`src/rtl/i_alu_share_arb_if.sv`:
```
`default_nettype none
// ============================================================================
// Module      : i_alu_share_arb_if
// Description : Bundle of requester, ALU-steering and result-slot signals
//               for the shared I-type ALU arbiter.
// Revision    : 1.0 - initial release
// ============================================================================
interface i_alu_share_arb_if #(
    parameter int XLEN  = 32,
    parameter int TAG_W = 4
);
    // Requester side: two issue ports packed by requester index
    logic [1:0]                req_valid;
    logic [1:0]                req_ready;
    logic [1:0][2:0]           req_funct3;
    logic [1:0]                req_b30;
    logic [1:0][XLEN-1:0]      req_rs1;
    logic [1:0][XLEN-1:0]      req_imm;
    logic [1:0][TAG_W-1:0]     req_tag;

    // Shared combinational ALU
    logic [2:0]                alu_funct3;
    logic                      alu_b30;
    logic [XLEN-1:0]           alu_rs1;
    logic [XLEN-1:0]           alu_imm;
    logic [XLEN-1:0]           alu_result;

    // Registered result slot
    logic                      res_valid;
    logic                      res_ready;
    logic                      res_src;
    logic [TAG_W-1:0]          res_tag;
    logic [XLEN-1:0]           res_data;
    logic                      res_illegal;

    // Arbiter view
    modport slave (
        input  req_valid, req_funct3, req_b30, req_rs1, req_imm, req_tag,
        output req_ready,
        output alu_funct3, alu_b30, alu_rs1, alu_imm,
        input  alu_result,
        output res_valid, res_src, res_tag, res_data, res_illegal,
        input  res_ready
    );

    // Environment view: requesters, ALU and result consumer
    modport master (
        output req_valid, req_funct3, req_b30, req_rs1, req_imm, req_tag,
        input  req_ready,
        input  alu_funct3, alu_b30, alu_rs1, alu_imm,
        output alu_result,
        input  res_valid, res_src, res_tag, res_data, res_illegal,
        output res_ready
    );
endinterface
`default_nettype wire

```
`src/rtl/i_alu_share_arb.sv`:
```
`default_nettype none
// ============================================================================
// Module      : i_alu_share_arb
// Description : Round-robin arbiter sharing one combinational I-type ALU
//               between two requesters, with a single registered result
//               slot under valid/ready backpressure.
// Revision    : 1.0 - initial release
// ============================================================================
module i_alu_share_arb #(
    parameter int XLEN  = 32,
    parameter int TAG_W = 4
) (
    input  wire logic            clk,
    input  wire logic            rst,
    i_alu_share_arb_if.slave     bus
);

    localparam logic [2:0] c_F3_SLLI = 3'b001;

    logic              r_rr_ptr;
    logic              r_res_valid;
    logic              r_res_src;
    logic [TAG_W-1:0]  r_res_tag;
    logic [XLEN-1:0]   r_res_data;
    logic              r_res_illegal;

    logic              w_any;
    logic              w_winner;
    logic              w_can_issue;
    logic              w_accept;
    logic              w_illegal;

    // Winner selection, handshake and operand steering onto the ALU
    always_comb begin
        w_any       = |bus.req_valid;
        w_winner    = 1'b0;
        case (bus.req_valid)
            2'b01:   w_winner = 1'b0;
            2'b10:   w_winner = 1'b1;
            2'b11:   w_winner = r_rr_ptr;
            default: w_winner = 1'b0;
        endcase

        // Slot can take a new op when empty or being drained this cycle
        w_can_issue = !r_res_valid || bus.res_ready;
        // Nothing is accepted while reset is held
        w_accept    = w_any && w_can_issue && !rst;

        bus.req_ready = 2'b00;
        if (w_accept) begin
            bus.req_ready = w_winner ? 2'b10 : 2'b01;
        end

        bus.alu_funct3 = 3'b000;
        bus.alu_b30    = 1'b0;
        bus.alu_rs1    = '0;
        bus.alu_imm    = '0;
        if (w_any) begin
            bus.alu_funct3 = bus.req_funct3[w_winner];
            bus.alu_b30    = bus.req_b30[w_winner];
            bus.alu_rs1    = bus.req_rs1[w_winner];
            bus.alu_imm    = bus.req_imm[w_winner];
        end

        // SLLI with bit 30 set has no legal meaning
        w_illegal = (bus.alu_funct3 == c_F3_SLLI) && bus.alu_b30;
    end

    // Result slot capture/drain and round-robin pointer update
    always_ff @(posedge clk) begin
        if (rst) begin
            r_rr_ptr      <= 1'b0;
            r_res_valid   <= 1'b0;
            r_res_src     <= 1'b0;
            r_res_tag     <= '0;
            r_res_data    <= '0;
            r_res_illegal <= 1'b0;
        end else if (w_accept) begin
            r_rr_ptr      <= ~w_winner;
            r_res_valid   <= 1'b1;
            r_res_src     <= w_winner;
            r_res_tag     <= bus.req_tag[w_winner];
            r_res_data    <= w_illegal ? '0 : bus.alu_result;
            r_res_illegal <= w_illegal;
        end else if (r_res_valid && bus.res_ready) begin
            r_res_valid   <= 1'b0;
        end
    end

    // Registered result fields drive the slot outputs directly
    always_comb begin
        bus.res_valid   = r_res_valid;
        bus.res_src     = r_res_src;
        bus.res_tag     = r_res_tag;
        bus.res_data    = r_res_data;
        bus.res_illegal = r_res_illegal;
    end

endmodule
`default_nettype wire

```
`src/flat_wrapper.sv`:
```
// flat-port wrapper written by rule: the top's interface ports become plain ports
module i_alu_share_arb_flat 
#(
    parameter int XLEN  = 32,
    parameter int TAG_W = 4
)
  (clk, rst, bus_req_valid, bus_req_funct3, bus_req_b30, bus_req_rs1, bus_req_imm, bus_req_tag, bus_req_ready, bus_alu_funct3, bus_alu_b30, bus_alu_rs1, bus_alu_imm, bus_alu_result, bus_res_valid, bus_res_src, bus_res_tag, bus_res_data, bus_res_illegal, bus_res_ready);
  i_alu_share_arb_if #(.XLEN(XLEN), .TAG_W(TAG_W)) bus_i ();
  input  wire logic clk;
  input  wire logic rst;
  input wire logic [$bits(bus_i.req_valid)-1:0] bus_req_valid;
  input wire logic [$bits(bus_i.req_funct3)-1:0] bus_req_funct3;
  input wire logic [$bits(bus_i.req_b30)-1:0] bus_req_b30;
  input wire logic [$bits(bus_i.req_rs1)-1:0] bus_req_rs1;
  input wire logic [$bits(bus_i.req_imm)-1:0] bus_req_imm;
  input wire logic [$bits(bus_i.req_tag)-1:0] bus_req_tag;
  output wire logic [$bits(bus_i.req_ready)-1:0] bus_req_ready;
  output wire logic [$bits(bus_i.alu_funct3)-1:0] bus_alu_funct3;
  output wire logic [$bits(bus_i.alu_b30)-1:0] bus_alu_b30;
  output wire logic [$bits(bus_i.alu_rs1)-1:0] bus_alu_rs1;
  output wire logic [$bits(bus_i.alu_imm)-1:0] bus_alu_imm;
  input wire logic [$bits(bus_i.alu_result)-1:0] bus_alu_result;
  output wire logic [$bits(bus_i.res_valid)-1:0] bus_res_valid;
  output wire logic [$bits(bus_i.res_src)-1:0] bus_res_src;
  output wire logic [$bits(bus_i.res_tag)-1:0] bus_res_tag;
  output wire logic [$bits(bus_i.res_data)-1:0] bus_res_data;
  output wire logic [$bits(bus_i.res_illegal)-1:0] bus_res_illegal;
  input wire logic [$bits(bus_i.res_ready)-1:0] bus_res_ready;
  assign bus_i.req_valid = bus_req_valid;
  assign bus_i.req_funct3 = bus_req_funct3;
  assign bus_i.req_b30 = bus_req_b30;
  assign bus_i.req_rs1 = bus_req_rs1;
  assign bus_i.req_imm = bus_req_imm;
  assign bus_i.req_tag = bus_req_tag;
  assign bus_req_ready = bus_i.req_ready;
  assign bus_alu_funct3 = bus_i.alu_funct3;
  assign bus_alu_b30 = bus_i.alu_b30;
  assign bus_alu_rs1 = bus_i.alu_rs1;
  assign bus_alu_imm = bus_i.alu_imm;
  assign bus_i.alu_result = bus_alu_result;
  assign bus_res_valid = bus_i.res_valid;
  assign bus_res_src = bus_i.res_src;
  assign bus_res_tag = bus_i.res_tag;
  assign bus_res_data = bus_i.res_data;
  assign bus_res_illegal = bus_i.res_illegal;
  assign bus_i.res_ready = bus_res_ready;
  i_alu_share_arb #(.XLEN(XLEN), .TAG_W(TAG_W)) u_core (.clk(clk), .rst(rst), .bus(bus_i));
endmodule
```
`config.mk`:
```
export PLATFORM = sky130hd
export DESIGN_NAME = i_alu_share_arb_flat
export DESIGN_NICKNAME = d
export VERILOG_FILES = /design/src/rtl/i_alu_share_arb_if.sv /design/src/rtl/i_alu_share_arb.sv /design/src/flat_wrapper.sv
export SDC_FILE = /design/constraint.sdc
export NUM_CORES = 1
export LEC_CHECK = 0
export BUFFER_PORTS_ARGS = -buffer_cell sky130_fd_sc_hd__buf_2
export CAP_MARGIN = 25
export CORE_AREA = 2 2 113 115
export DETAILED_ROUTE_END_ITERATION = 10
export DIE_AREA = 0 0 115 117
export GPL_TIMING_DRIVEN = 0
export HOLD_SLACK_MARGIN = 0.03
export SLEW_MARGIN = 10
export SYNTH_ARGS = -nofsm -noshare
export SYNTH_HDL_FRONTEND = slang
export SYNTH_SLANG_ARGS = --single-unit
export TNS_END_PERCENT = 10
```
`constraint.sdc`:
```
create_clock -name clk -period 1.8 [get_ports clk]
set_clock_uncertainty 0.1 [all_clocks]
set_input_delay 0.45 -clock clk [delete_from_list [all_inputs] [get_ports clk]]
set_output_delay 0.45 -clock clk [all_outputs]
set_load 0.05 [all_outputs]
```
==> results.ini <==
[timing]
min_period_ns=2.18
worstMarginPinSlew_ns=0.438
rsz0062_at_grt=yes
slew_headroom=0.707
slew_viol_final=0
fmax_mhz=458
worst_slack_ns=-0.384
hold_viol=0
finalSetupTns_ns=-21.85
fin_crit_sh=1.21
setup_viol=70

[pwr]
power_leakage_nw=3.10
vdd_drop_max_v=0.000879
power_density_nw_per_um2=686

[drt]
top_layer_used=met4
finalWirelength_um=12700
routed-via-count=3654
routed_via_density=4.56
route.met3.wl_um=1060
antenna_left=0
met1_length_um=4700
drt-initial-drc-count=103
avgRoutedWirePerCell_um=15.9
drt_pass1_iterations=4
route.met2.wl_um=6740
drc=0

[global_route]
track_usage=0.170
grt-ovfl-total=0
grt_pass1_wl_um=18100
antenna_found_initial=0
grt_pass1_vias=3751
grt_max_degree=13

[critical_path]
rr_worst_depth=6
critPathArrivalTime_ns=1.63
startpoint_type=flop
path_max_fanout=5
end_kind=output port
critPathKind=flop to output port
r2r_setup_slack_ns=0.03
required_ns=1.25
timing.rr.start=u_core.r_rr_ptr
startpoint=u_core.r_rr_ptr
rr_endpoint=u_core.bus.res_data[18]

[floorplanning]
dieArea_um2=13500
coreArea_um2=12300
row_count=41
dieWidth_um=115
die_y_um=117
initial_utilization=0.187
io_pins=290

[layout]
final_cells=802
drive_gt1_frac=0.743
fin_nets=831
fin_area_um2=6310
syn_to_final_growth_pct=174

[clock_network]
cts_num_sinks=40
clockBufferDepth=2
clock_latency_ns=0.28
cts_buffers=5
path_clk_slew_ns=0.06
h-tree-depth=2
cts_hold_buf=0
cts_root_buffer=clkbuf_16
cts_tree=done

[synth]
synth_cell_types=24
synth_top_area_share=0.348
yosys.area.top_type=dfxtp_1
synth_common_cells=nand2_1, o21ai_1, dfxtp_1, a22o_1, clkbuf_1
synthTopCellsByArea=dfxtp_1, nand2_1, o21ai_1
synth_area_per_cell_um2=6.91
ys_async_sr_fraction=0
synth_edf_count=0
syn-num-nets=514
netlist_area_um2=2300
netlist_instances=333
yosysWarnings=0
synthFlopType=dfxtp_1
synthMostInstantiatedCell=nand2_1
seq_area_frac_synth=0.348
synth-seq-cells=40

[hold_path]
hp-start=bus_alu_result[5]
min_to=u_core.bus.res_data[5]
min_path_cells=2
hold_class=input pin to flop

[place]
hpwlAfterDp_um=9350
post-place-cells=772
numPortBuffers=289
gp_congestion=0.858
postPlaceCellArea_um2=4790

[run_status]
run_status=complete, but fails checks
violations=negative setup slack

[flow_run]
drv_cap=0

## state kept, by name, summed over array words and instances (netlist names)
| signal | cells |
|---|---|
| u_core.bus.res_tag | 4 |
| u_core.bus.res_illegal | 1 |
| u_core.bus.res_valid | 1 |
| u_core.r_rr_ptr | 1 |
| u_core.bus.res_data | 32 |
| u_core.bus.res_src | 1 |
## layout make-up
class,count,area (um2)
fillers,1100,6000
multi-input cells,260,2430
repair buffers,312,2330
flip-flops and latches,40,803
plain buffers,28,392
well taps,150,188
clock buffers,6,139
inverters,3,13.8
clock inverters,2,10.0
diodes,1,2.50
## cells by family after synthesis
group	share of synthesized area
compound gates	0.313
buf+inv	0.0691
flops	0.348
mux	0.0174
simple gates	0.252
## worst max-delay path, cell delays in order, from the launching register on
cell	delay (ns)
dfxtp_2	0.32
nand2b_4	0.11
and2_4	0.24
buf_16	0.17
buf_8	0.12
nand2_1	0.11
o21ai_4	0.09
buf_6	0.17
## worst max path at each step
| stage | cells past startpoint | slack [ns] | end |
|---|---|---|---|
| after CTS | 9 | -0.46 | bus_alu_rs1[22] |
| final | 7 | -0.38 | bus_alu_rs1[27] |
| after floorplan | 6 | -0.10 | bus_alu_imm[26] |
| after global routing | 7 | -0.45 | bus_alu_rs1[27] |
| after global placement | 9 | -0.59 | bus_alu_imm[8] |
| after detailed placement | 9 | -0.62 | bus_alu_imm[8] |
## layout by cell type (no fill, tap or decap), types with 4 or more instances in the layout
cell,count
buf_6,59
buf_2,222
o21ai_4,64
nand2_2,27
dfxtp_1,38
a22o_1,32
clkbuf_16,14
buf_8,15
nor2_1,8
nand2_4,31
buf_16,5
a211oi_1,4
buf_4,6
clkbuf_8,4
clkbuf_4,7
nand2_1,70
buf_12,10
mux2i_1,4
## timing repair
item                       4_1_cts  5_1_grt
gates resized for setup        225       76
setup endpoints to repair       90      105
pin swaps                       24       19
setup buffers                    9        1
cloned                           9        5
## metal layers
metal,track usage,vias up
li1,-,1779
met1,0.184,1663
met2,0.317,191
met3,0.0484,21
met4,0.0618,0
met5,0,-
## metrics by stage
stage                     power, mW  setup slack [ns]  hold WS, ns  utilization
after floorplan                2.43            -0.104        0.393            -
after global placement         2.92            -0.592        0.347        0.389
after detailed placement       2.94            -0.622        0.351        0.389
after CTS                      4.23            -0.455        0.272        0.485
after global routing           4.51            -0.451        0.274        0.512
final                          4.33            -0.384        0.279        0.512
## power by group
group,switching [mW],internal [mW]
clock network,0.342,0.546
registers,0.0415,0.966
logic,1.47,0.962
No activity file was read; power rests on OpenSTA's default activity.
